[src/rtl/wfg_timer_pkg.sv]
// wfg_timer_pkg: shared definitions for the WFG Wishbone timer.
//   - word offsets (adr[7:2]) of the mapped registers
//   - CTRL bit indices and the CTRL register layout (ctrl_t)
//   - COMPARE reset value
`timescale 1ns/1ps
package wfg_timer_pkg;

  localparam logic [5:0] REG_CTRL    = 6'h00;
  localparam logic [5:0] REG_PRESC   = 6'h01;
  localparam logic [5:0] REG_COMPARE = 6'h02;
  localparam logic [5:0] REG_COUNTER = 6'h03;
  localparam logic [5:0] REG_STATUS  = 6'h04;

  localparam int unsigned CTRL_EN_BIT         = 0;
  localparam int unsigned CTRL_AUTORELOAD_BIT = 1;
  localparam int unsigned CTRL_IRQ_EN_BIT     = 2;

  localparam logic [31:0] COMPARE_RST = 32'hFFFF_FFFF;

  // Field order places en at bit 0, autoreload at bit 1, irq_en at bit 2.
  typedef struct packed {
    logic irq_en;
    logic autoreload;
    logic en;
  } ctrl_t;

  function automatic logic [31:0] ctrl_to_word(input ctrl_t c);
    return {29'b0, c};
  endfunction

endpackage

[src/rtl/wfg_timer_if.sv]
// wfg_timer_if: Wishbone classic single-access bus between the SoC master
// and the timer slave.
//   wbs_stb_i, wbs_cyc_i, wbs_we_i, wbs_dat_i[31:0], wbs_adr_i[31:0] : master -> slave
//   wbs_ack_o, wbs_dat_o[31:0]                                       : slave -> master
`timescale 1ns/1ps
interface wfg_timer_if;
  logic        wbs_stb_i;
  logic        wbs_cyc_i;
  logic        wbs_we_i;
  logic [31:0] wbs_dat_i;
  logic [31:0] wbs_adr_i;
  logic        wbs_ack_o;
  logic [31:0] wbs_dat_o;

  modport master (
    output wbs_stb_i, wbs_cyc_i, wbs_we_i, wbs_dat_i, wbs_adr_i,
    input  wbs_ack_o, wbs_dat_o
  );

  modport slave (
    input  wbs_stb_i, wbs_cyc_i, wbs_we_i, wbs_dat_i, wbs_adr_i,
    output wbs_ack_o, wbs_dat_o
  );
endinterface

[src/rtl/wfg_timer_prescaler.sv]
// wfg_timer_prescaler: emits a one-cycle tick every presc+1 clk cycles while
// en is high. The internal count is held at zero while en is low or clr is
// asserted (presc being rewritten).
//   clk, rst (sync, active-high), en, clr, presc[PRESC_WIDTH-1:0] -> tick
`timescale 1ns/1ps
module wfg_timer_prescaler #(
  parameter int unsigned PRESC_WIDTH = 16
) (
  input  logic                   clk,
  input  logic                   rst,
  input  logic                   en,
  input  logic                   clr,
  input  logic [PRESC_WIDTH-1:0] presc,
  output logic                   tick
);

  logic [PRESC_WIDTH-1:0] cnt;
  logic                   at_end;

  assign at_end = (cnt == presc);
  assign tick   = en & ~clr & at_end;

  always_ff @(posedge clk) begin
    if (rst) begin
      cnt <= '0;
    end else if (!en || clr || at_end) begin
      cnt <= '0;
    end else begin
      cnt <= cnt + PRESC_WIDTH'(1);
    end
  end

endmodule

[src/rtl/wfg_timer.sv]
// wfg_timer: Wishbone-slave programmable timer for the WFG subsystem.
// Prescaled up-counter with compare match, optional auto-reload, sticky
// MATCH flag (write-1-to-clear) and registered level interrupt.
//   clk          wfg clock, rising edge
//   rst          synchronous active-high reset
//   wb           wfg_timer_if.slave (classic WB, ack one cycle after request)
//   interrupt_o  MATCH & CTRL.IRQ_EN, registered
// Build option: define WFG_TIMER_IRQ_EN to enable CTRL.IRQ_EN and interrupt_o;
// otherwise interrupt_o is tied low and CTRL[2] reads 0.
`timescale 1ns/1ps
module wfg_timer
  import wfg_timer_pkg::*;
#(
  parameter int unsigned CNT_WIDTH   = 32,
  parameter int unsigned PRESC_WIDTH = 16
) (
  input  logic       clk,
  input  logic       rst,
  wfg_timer_if.slave wb,
  output logic       interrupt_o
);

  ctrl_t                  ctrl;
  logic [PRESC_WIDTH-1:0] presc;
  logic [CNT_WIDTH-1:0]   compare;
  logic [CNT_WIDTH-1:0]   counter;
  logic                   match;
  logic                   ack;
  logic [31:0]            dat_o;
  logic [31:0]            rdata;

  logic       req;
  logic [5:0] word;
  logic       wr;
  logic       wr_ctrl, wr_presc, wr_compare, wr_counter, wr_status;
  logic       tick;
  logic       hit;
  logic       unused_adr;

  assign req  = wb.wbs_cyc_i & wb.wbs_stb_i & ~ack;
  assign word = wb.wbs_adr_i[7:2];
  assign wr   = req & wb.wbs_we_i;

  assign wr_ctrl    = wr && (word == REG_CTRL);
  assign wr_presc   = wr && (word == REG_PRESC);
  assign wr_compare = wr && (word == REG_COMPARE);
  assign wr_counter = wr && (word == REG_COUNTER);
  assign wr_status  = wr && (word == REG_STATUS);

  assign unused_adr = ^{wb.wbs_adr_i[31:8], wb.wbs_adr_i[1:0]};

  assign wb.wbs_ack_o = ack;
  assign wb.wbs_dat_o = dat_o;

  wfg_timer_prescaler #(
    .PRESC_WIDTH(PRESC_WIDTH)
  ) u_prescaler (
    .clk  (clk),
    .rst  (rst),
    .en   (ctrl.en),
    .clr  (wr_presc),
    .presc(presc),
    .tick (tick)
  );

  assign hit = tick && (counter == compare);

  always_comb begin
    rdata = '0;
    case (word)
      REG_CTRL:    rdata = ctrl_to_word(ctrl);
      REG_PRESC:   rdata = 32'(presc);
      REG_COMPARE: rdata = 32'(compare);
      REG_COUNTER: rdata = 32'(counter);
      REG_STATUS:  rdata = {31'b0, match};
      default:     rdata = '0;
    endcase
  end

  // Software writes are placed after the tick update so that a same-cycle
  // CTRL/COUNTER write overrides the hardware update.
  always_ff @(posedge clk) begin
    if (rst) begin
      ctrl    <= '0;
      presc   <= '0;
      compare <= CNT_WIDTH'(COMPARE_RST);
      counter <= '0;
      match   <= 1'b0;
      ack     <= 1'b0;
      dat_o   <= '0;
    end else begin
      ack   <= req;
      dat_o <= (req && !wb.wbs_we_i) ? rdata : '0;

      if (tick) begin
        if (counter == compare) begin
          if (ctrl.autoreload) begin
            counter <= '0;
          end else begin
            ctrl.en <= 1'b0;
          end
        end else begin
          counter <= counter + CNT_WIDTH'(1);
        end
      end

      if (wr_ctrl) begin
        ctrl.en         <= wb.wbs_dat_i[CTRL_EN_BIT];
        ctrl.autoreload <= wb.wbs_dat_i[CTRL_AUTORELOAD_BIT];
`ifdef WFG_TIMER_IRQ_EN
        ctrl.irq_en     <= wb.wbs_dat_i[CTRL_IRQ_EN_BIT];
`else
        ctrl.irq_en     <= 1'b0;
`endif
      end
      if (wr_presc)   presc   <= wb.wbs_dat_i[PRESC_WIDTH-1:0];
      if (wr_compare) compare <= wb.wbs_dat_i[CNT_WIDTH-1:0];
      if (wr_counter) counter <= wb.wbs_dat_i[CNT_WIDTH-1:0];

      // Hardware set has priority over a same-cycle write-1-to-clear.
      if (hit) begin
        match <= 1'b1;
      end else if (wr_status && wb.wbs_dat_i[0]) begin
        match <= 1'b0;
      end
    end
  end

`ifdef WFG_TIMER_IRQ_EN
  always_ff @(posedge clk) begin
    if (rst) begin
      interrupt_o <= 1'b0;
    end else begin
      interrupt_o <= match & ctrl.irq_en;
    end
  end
`else
  assign interrupt_o = 1'b0;
`endif

endmodule

[src/flat_wrapper.sv]
// flat-port wrapper written by rule: the top's interface ports become plain ports
module wfg_timer_flat import wfg_timer_pkg::*;
#(
  parameter int unsigned CNT_WIDTH   = 32,
  parameter int unsigned PRESC_WIDTH = 16
)
  (clk, rst, interrupt_o, wb_wbs_stb_i, wb_wbs_cyc_i, wb_wbs_we_i, wb_wbs_dat_i, wb_wbs_adr_i, wb_wbs_ack_o, wb_wbs_dat_o);
  wfg_timer_if wb_i ();
  input  logic clk;
  input  logic rst;
  output logic interrupt_o;
  input wire logic [$bits(wb_i.wbs_stb_i)-1:0] wb_wbs_stb_i;
  input wire logic [$bits(wb_i.wbs_cyc_i)-1:0] wb_wbs_cyc_i;
  input wire logic [$bits(wb_i.wbs_we_i)-1:0] wb_wbs_we_i;
  input wire logic [$bits(wb_i.wbs_dat_i)-1:0] wb_wbs_dat_i;
  input wire logic [$bits(wb_i.wbs_adr_i)-1:0] wb_wbs_adr_i;
  output wire logic [$bits(wb_i.wbs_ack_o)-1:0] wb_wbs_ack_o;
  output wire logic [$bits(wb_i.wbs_dat_o)-1:0] wb_wbs_dat_o;
  assign wb_i.wbs_stb_i = wb_wbs_stb_i;
  assign wb_i.wbs_cyc_i = wb_wbs_cyc_i;
  assign wb_i.wbs_we_i = wb_wbs_we_i;
  assign wb_i.wbs_dat_i = wb_wbs_dat_i;
  assign wb_i.wbs_adr_i = wb_wbs_adr_i;
  assign wb_wbs_ack_o = wb_i.wbs_ack_o;
  assign wb_wbs_dat_o = wb_i.wbs_dat_o;
  wfg_timer #(.CNT_WIDTH(CNT_WIDTH), .PRESC_WIDTH(PRESC_WIDTH)) u_core (.clk(clk), .rst(rst), .wb(wb_i), .interrupt_o(interrupt_o));
endmodule
[config.mk]
export PLATFORM = sky130hd
export DESIGN_NAME = wfg_timer_flat
export DESIGN_NICKNAME = d
export VERILOG_FILES = /design/src/rtl/wfg_timer_pkg.sv /design/src/rtl/wfg_timer_if.sv /design/src/rtl/wfg_timer_prescaler.sv /design/src/rtl/wfg_timer.sv /design/src/flat_wrapper.sv
export SDC_FILE = /design/constraint.sdc
export NUM_CORES = 1
export LEC_CHECK = 0
export CORE_MARGIN = 2
export CORE_UTILIZATION = 45
export CTS_BUF_LIST = sky130_fd_sc_hd__clkbuf_8 sky130_fd_sc_hd__clkbuf_16
export CTS_CLUSTER_DIAMETER = 100
export CTS_CLUSTER_SIZE = 14
export DETAILED_ROUTE_END_ITERATION = 12
export PLACE_DENSITY_LB_ADDON = 0.08
export SLEW_MARGIN = 30
export SYNTH_ARGS = -nofsm -noshare
export SYNTH_HDL_FRONTEND = slang
export SYNTH_SLANG_ARGS = --single-unit
[constraint.sdc]
create_clock -name clk -period 2 [get_ports clk]
set_clock_uncertainty 0.1 [all_clocks]
set_input_delay 0.4 -clock clk [delete_from_list [all_inputs] [get_ports clk]]
set_output_delay 0.4 -clock clk [all_outputs]
set_load 0.05 [all_outputs]
# Word-level counts from Yosys, hierarchy flattened
# Index checks and enable logic that the tools add are counted.
[totals] ram_bits=0 wordCells=59 input_bits=69 latch_bits=0 reg_bits=132 mem_count=0 out_inout_bits=34 rom_bits=0
[classes] addsub=2 n_reduce_logical=21 div=0 n_mux=11 bitwise=8 shift=0 n_mul=0 eq_ne=8 n_lt_le_gt_ge=0
[ops] op="one-hot mux 32 bit (5 select lines)" n=1
[ops] op="2-to-1 mux 32 bit" n=4
[ops] op="adder 32 x 1 -> 32 bit (second input constant)" n=1
[ops] op="== test 32 bit" n=1
[ops] op="adder 16 x 1 -> 16 bit (second input constant)" n=1
[ops] op="== test 16 bit" n=1
[ops] op="== test 6 x 2 -> 1 bit (second input constant)" n=2
[ops] op="logical AND 1 bit" n=8
[ops] op="nonzero test 2 bit" n=4
[ops] op="== test 6 x 1 -> 1 bit (second input constant)" n=1
[ops] op="== test 6 x 3 -> 1 bit (second input constant)" n=1
[ops] op="zero test 6 bit" n=1
[ops] op="2-to-1 mux 1 bit" n=6
[ops] op="AND 1 bit" n=5
[ops] op="OR reduction 2 bit" n=2
[ops] op="inequality test 3 x 1 -> 1 bit (second input constant)" n=1
[ops] op="NOT 1 bit" n=3
[ops] op="AND reduction 3 bit" n=1
[ops] op="zero test 1 bit" n=2
[ops] op="logical OR 1 bit" n=2
[ops] op="inequality test 2 bit (second input constant)" n=1
[ops] op="AND reduction 2 bit" n=1

# Depth between registers and ports, before layout
[depth] ltp_word=9 ltp_mapped=9 ltp_nobuf=7

# Hierarchy
# A second synthesis with hierarchy kept.
[hier_totals] hier_cells=752 area_unflattened_um2=6956.7
[modules_own_cells] module="wfg_timer" cells_each=654 n_inst=1 seq_area_each_um2=2322.2 area_per_inst_um2=6044.5
[modules_own_cells] module="wfg_timer_prescaler" cells_each=98 n_inst=1 seq_area_each_um2=320.3 area_per_inst_um2=912.1

# Least setup slack after synthesis
# Ideal clock, no wire load.
[synth_path] path_kind="register to register" startpoint="register u_core.ack, in the netlist u_core.wb.wbs_ack_o" endpoint="register u_core.counter[14]" setup_time_ns=0.117 n_path_buf=2 t_arrival_ns=2.226 t_required_ns=1.783 stages_incl_launch_ff=9 synth_period_minus_slack_ns=2.443 setup_slack_ns=-0.443 cell_sequence="dfxtp_1 > and4b_1 > nand3_1 > and2_1 > clkbuf_1 > o311a_2 > buf_2 > o21ai_0 > a32o_1"
[synth_via] elab_chain_cells=9 elab_cells_between_ends=12 classes_between="eq/ne: 1; mux: 1; bitwise: 6; reduce/logical: 4"
[synth_lines] element="from (decl)" line_no="wfg_timer.sv:28" text="logic ack;"
[synth_lines] element="from (signal assigned)" line_no="wfg_timer.sv:92" text="ack <= req;"
[synth_lines] element="NOT 1 bit *" line_no="wfg_timer.sv:40" text="assign req = wb.wbs_cyc_i & wb.wbs_stb_i & ~ack;"
[synth_lines] element="AND 1 bit *" line_no="wfg_timer.sv:40"
[synth_lines] element="AND 1 bit *" line_no="wfg_timer.sv:42" text="assign wr = req & wb.wbs_we_i;"
[synth_lines] element="logical AND 1 bit" line_no="wfg_timer.sv:45" text="assign wr_presc = wr && (word == REG_PRESC);"
[synth_lines] element="NOT 1 bit" line_no="wfg_timer_prescaler.sv:21" text="assign tick = en & ~clr & at_end;"
[synth_lines] element="AND 1 bit (2 in series)" line_no="wfg_timer_prescaler.sv:21"
[synth_lines] element="nonzero test 2 bit (no line)"
[synth_lines] element="AND reduction 2 bit (no line)"
[synth_lines] element="to (signal assigned)" line_no="wfg_timer.sv:103" text="counter <= counter + CNT_WIDTH'(1);"
[synth_lines] element="to (signal assigned)" line_no="wfg_timer.sv:118" text="if (wr_counter) counter <= wb.wbs_dat_i[CNT_WIDTH-1:0];"
[synth_lines] element="to (decl)" line_no="wfg_timer.sv:26" text="logic [CNT_WIDTH-1:0] counter;"
# Every way passes the cells marked *; elsewhere a longest branch is shown, timed or not.
# A chain may end at the register's enable or synchronous reset.

# Worst setup path in the final report
[layout_path] startpoint="register u_core.counter[21]" endpoint="register u_core.counter[8]"
[layout_via] elab_chain_cells=4 elab_cells_between_ends=6 classes_between="eq/ne: 2; mux: 3; reduce/logical: 1"
[layout_lines] element="== test 32 bit *" line_no="wfg_timer.sv:96" text="if (counter == compare) begin"
[layout_lines] element="2-to-1 mux 32 bit" line_no="wfg_timer.sv:96"
[layout_lines] element="2-to-1 mux 32 bit" line_no="wfg_timer.sv:95" text="if (tick) begin"
[layout_lines] element="2-to-1 mux 32 bit" line_no="wfg_timer.sv:118"
# Every way passes the cells marked *; elsewhere a longest branch is shown, timed or not. The select of a mux whose other input is x is not followed.

==> impl_metrics.csv <==
group,metric,value,unit
detailed_routing,ant_nets,0,
pwr,p_leak,0.00375,µW
timing,worst_slack,-0.398,ns
floorplan,core,14600,µm²
floorplan,die_area,16100,µm²
synthesis,avgSynthCellArea,8.86,µm²
worst_setup_path,endpoint_kind,"flop",
detailed_routing,drcViolationCount,0,
synthesis,synth-edff-count,0,
global_route,grtUsageTotal,29.2,%
timing,fmax,417,MHz
clock_network,cts_tree,"built",
worst_hold_path,timing.hold.worst_endpoint,"u_core.match",
finish,finalNetCount,1058,
synthesis,yosysWarnings,0,
detailed_routing,first_pass_iters,6,
job,maxCapViolations,0,
floorplan,io_pins,103,
global_route,grt_max_degree,26,
worst_setup_path,r2r-start,"u_core.counter[21]",
floorplan,core.rowCount,44,
synthesis,netlist_area,6780,µm²
status,outcome,"finished, violations left",
worst_setup_path,r2r_end,"u_core.counter[8]",
clock_network,root_buffer,"clkbuf_16",
clock_network,clk-insertion-delay-late,0.42,ns
synthesis,synth_cell_types,64,
global_route,grt_overflow_total,0,
synthesis,synth_area_leaders,"dfxtp_1, a22oi_1, xor2_1",
timing,period_share,120,%
worst_setup_path,crit_slowest_cell,"nor4_4",
floorplan,die_x,127,µm
pwr,peakVddDrop,759,µV
placement,dpl.hpwl,16.7,mm
timing,slew_headroom,66.0,%
placement,io_buffers,75,
synthesis,syn_inst,765,
detailed_routing,wire_per_inst,19.5,µm
worst_setup_path,regToRegSetupSlack,-0.40,ns
clock_network,clkTransAtPathRegs,0.06,ns
worst_hold_path,holdPathStages,2,
timing,rsz0062_at_grt,"yes",
synthesis,synth_ff_type,"dfxtp_1",
synthesis,ys_ff_latch,132,
status,violations,"setup timing",
worst_setup_path,worstPathMaxFanout,6,
synthesis,synth-async-reset-ratio,0,%
synthesis,seq_area_frac_synth,39.0,%
timing,setup_viol,34,
worst_setup_path,path_delay_family,"compound AO/OA/AOI/OAI gates",
global_route,grt_pass1_vias,6869,
worst_setup_path,ff2ff_path_depth,8,
clock_network,cts_sinks,132,
finish,area_delta_synth_final,46.4,%
finish,fin_util,67.8,%
global_route,antenna_found_initial,0,
floorplan,die_h,127,µm
timing,hold_ws,0.410,ns
timing,worst_slew_pin_slew,0.508,ns
placement,gp_congestion,0.930,
worst_setup_path,slowest_delay,0.40,ns
clock_network,h-tree-depth,4,
clock_network,cts_buffers,17,
worst_setup_path,criticalPathCategory,"flop to flop",
detailed_routing,wl,23.0,mm
finish,layout-drive-gt1-share,32.1,%
placement,pre_cts_ws,-0.620,ns
worst_setup_path,cp-start-kind,"flop",
worst_setup_path,worst-path-buf-inv,2,
global_route,grt_pass1_wl,36.6,mm
detailed_routing,vias,6811,
synthesis,synth.largest_area_cell,"dfxtp_1",
synthesis,synth_top_cell_area_share,39.0,%
timing,slew_violations,0,
finish,diodes,0,
clock_network,clockBufferDepth,2,
pwr,power.density,615,nW/µm²
timing,hold_violations,0,
worst_setup_path,crit_required,2.23,ns
worst_hold_path,holdCritStartpoint,"u_core.match",
worst_hold_path,hp-class,"flop to flop",
detailed_routing,via_per_inst,5.75,
floorplan,initial_utilization,46.3,%
detailed_routing,first_iter_violations,663,
timing,post-route-min-period,2.40,ns
synthesis,synth.net_count,836,
worst_setup_path,arrival,2.62,ns
worst_setup_path,worstPathCellList,"xor2_1, nor4_4, nand4_4, buf_6, o311ai_4, buf_4, a21oi_1, a211oi_1",
[cells in the mapped netlist (all sizes together), types with 2 or more instances]
cell	n
a32o	11
and2	6
ha	2
mux2i	34
nand2	97
mux2	14
a21o	5
nand3	27
nor2b	2
o21ai	13
a22oi	50
nor3	16
or3	2
and3	10
nand4	27
inv	9
a211oi	11
xnor2	33
o32ai	2
nor2	67
o2bb2ai	2
nor4	16
o41ai	6
a21oi	29
clkbuf	33
xor2	42
and4	7
o311ai	2
dfxtp	132
o31ai	8
buf	34
[worst reg2reg max path: cells and delay by family (launching register included)]
| kind | cells | cell delay, ns |
|---|---|---|
| compound gates | 3 | 0.68 |
| xor+xnor | 1 | 0.18 |
| flops | 1 | 0.33 |
| buf+inv | 2 | 0.42 |
| simple gates | 2 | 0.59 |
[metal layers]
| metal | up-vias | wire length, µm | track usage, % |
|---|---|---|---|
| met2 | 261 | 10600 | 46.8 |
| li1 | 3185 | - | - |
| met3 | 56 | 1390 | 5.65 |
| met4 | 0 | 639 | 10.2 |
| met1 | 3309 | 10400 | 39.5 |
| met5 | - | 0 | 0 |
[timing repair]
item,4_1_cts,5_1_grt
pin swaps,18,12
hold buffers,0,0
setup buffers,8,6
gates cloned,4,0
endpoints found under the setup margin,60,54
endpoints found under the hold margin,0,0
resized for setup,60,23
[how the worst max path moves through the flow]
stage | start | end | slack, ns | cells past startpoint
global route | u_core.counter[15] | u_core.counter[22] | -0.47 | 9
global placement | wb_wbs_adr_i[7] | u_core.counter[16] | -0.56 | 7
detailed placement | wb_wbs_adr_i[7] | u_core.counter[27] | -0.62 | 7
CTS | u_core.counter[21] | u_core.counter[9] | -0.32 | 8
finish | u_core.counter[21] | u_core.counter[8] | -0.40 | 8
floorplan | u_core.counter[8] | u_core.counter[6] | -0.19 | 8
[cell type report]
cell class | instances | area (µm²)
repair buffers | 270 | 2420
clock buffers | 22 | 505
multi-input cells | 557 | 3990
well taps | 184 | 230
inverters | 9 | 33.8
clock inverters | 10 | 93.8
flip-flops and latches | 132 | 2660
fillers | 1176 | 4720
[power breakdown]
part           internal [µW]  switching [µW]
clock                   1920            1210
combinational            164             172
sequential              2630            4.83
[metrics by stage]
stage | setup TNS, ns | power [µW] | cells | instance area, µm²
global placement | -41.67 | 3010 | 1135 | 8860
global route | -13.51 | 6290 | 1184 | 9920
floorplan | -3.76 | 2820 | 765 | 6820
finish | -10.74 | 6110 | 1184 | 9920
CTS | -9.15 | 6140 | 1179 | 9770
detailed placement | -44.01 | 3010 | 1135 | 8860
[layout by cell type, fill, tap and decap left out, drive strengths merged, types with 13 or more instances in the layout]
| master | netlist | final |
|---|---|---|
| buf | 34 | 206 |
| dfxtp | 132 | 132 |
| nand2 | 97 | 97 |
| nor2 | 67 | 67 |
| a22oi | 50 | 50 |
| xor2 | 42 | 42 |
| clkdlybuf4s50 | 0 | 38 |
| mux2i | 34 | 34 |
| xnor2 | 33 | 33 |
| a21oi | 29 | 29 |
| nand3 | 27 | 27 |
| nand4 | 27 | 27 |
| dlygate4sd2 | 0 | 22 |
| clkbuf | 33 | 22 |
| nor3 | 16 | 16 |
| nor4 | 16 | 16 |
| mux2 | 14 | 14 |
| o21ai | 13 | 13 |
[flip-flops by register name, indices dropped and copies added, names as in the netlist]
register                cells
u_core.counter             32
u_core.wb.wbs_dat_o        32
u_core.match                1
u_core.ctrl                 2
u_core.compare             32
u_core.u_prescaler.cnt     16
u_core.wb.wbs_ack_o         1
u_core.presc               16
[kinds of logic (layout without fill, tap and decap cells)]
group	Yosys count	count (layout)	synth area share, %
AO/OA/AOI/OAI	149	149	16.7
XOR/XNOR	75	75	9.70
adder cells (fa/ha/maj)	2	2	0.369
buffers and inverters	76	311	5.50
flip-flops	132	132	39.0
multiplexers	49	49	7.68
other	1	1	0.0553
AND/OR/NAND/NOR	281	281	21.0
Note: power is estimated with default switching activity, not from simulation.
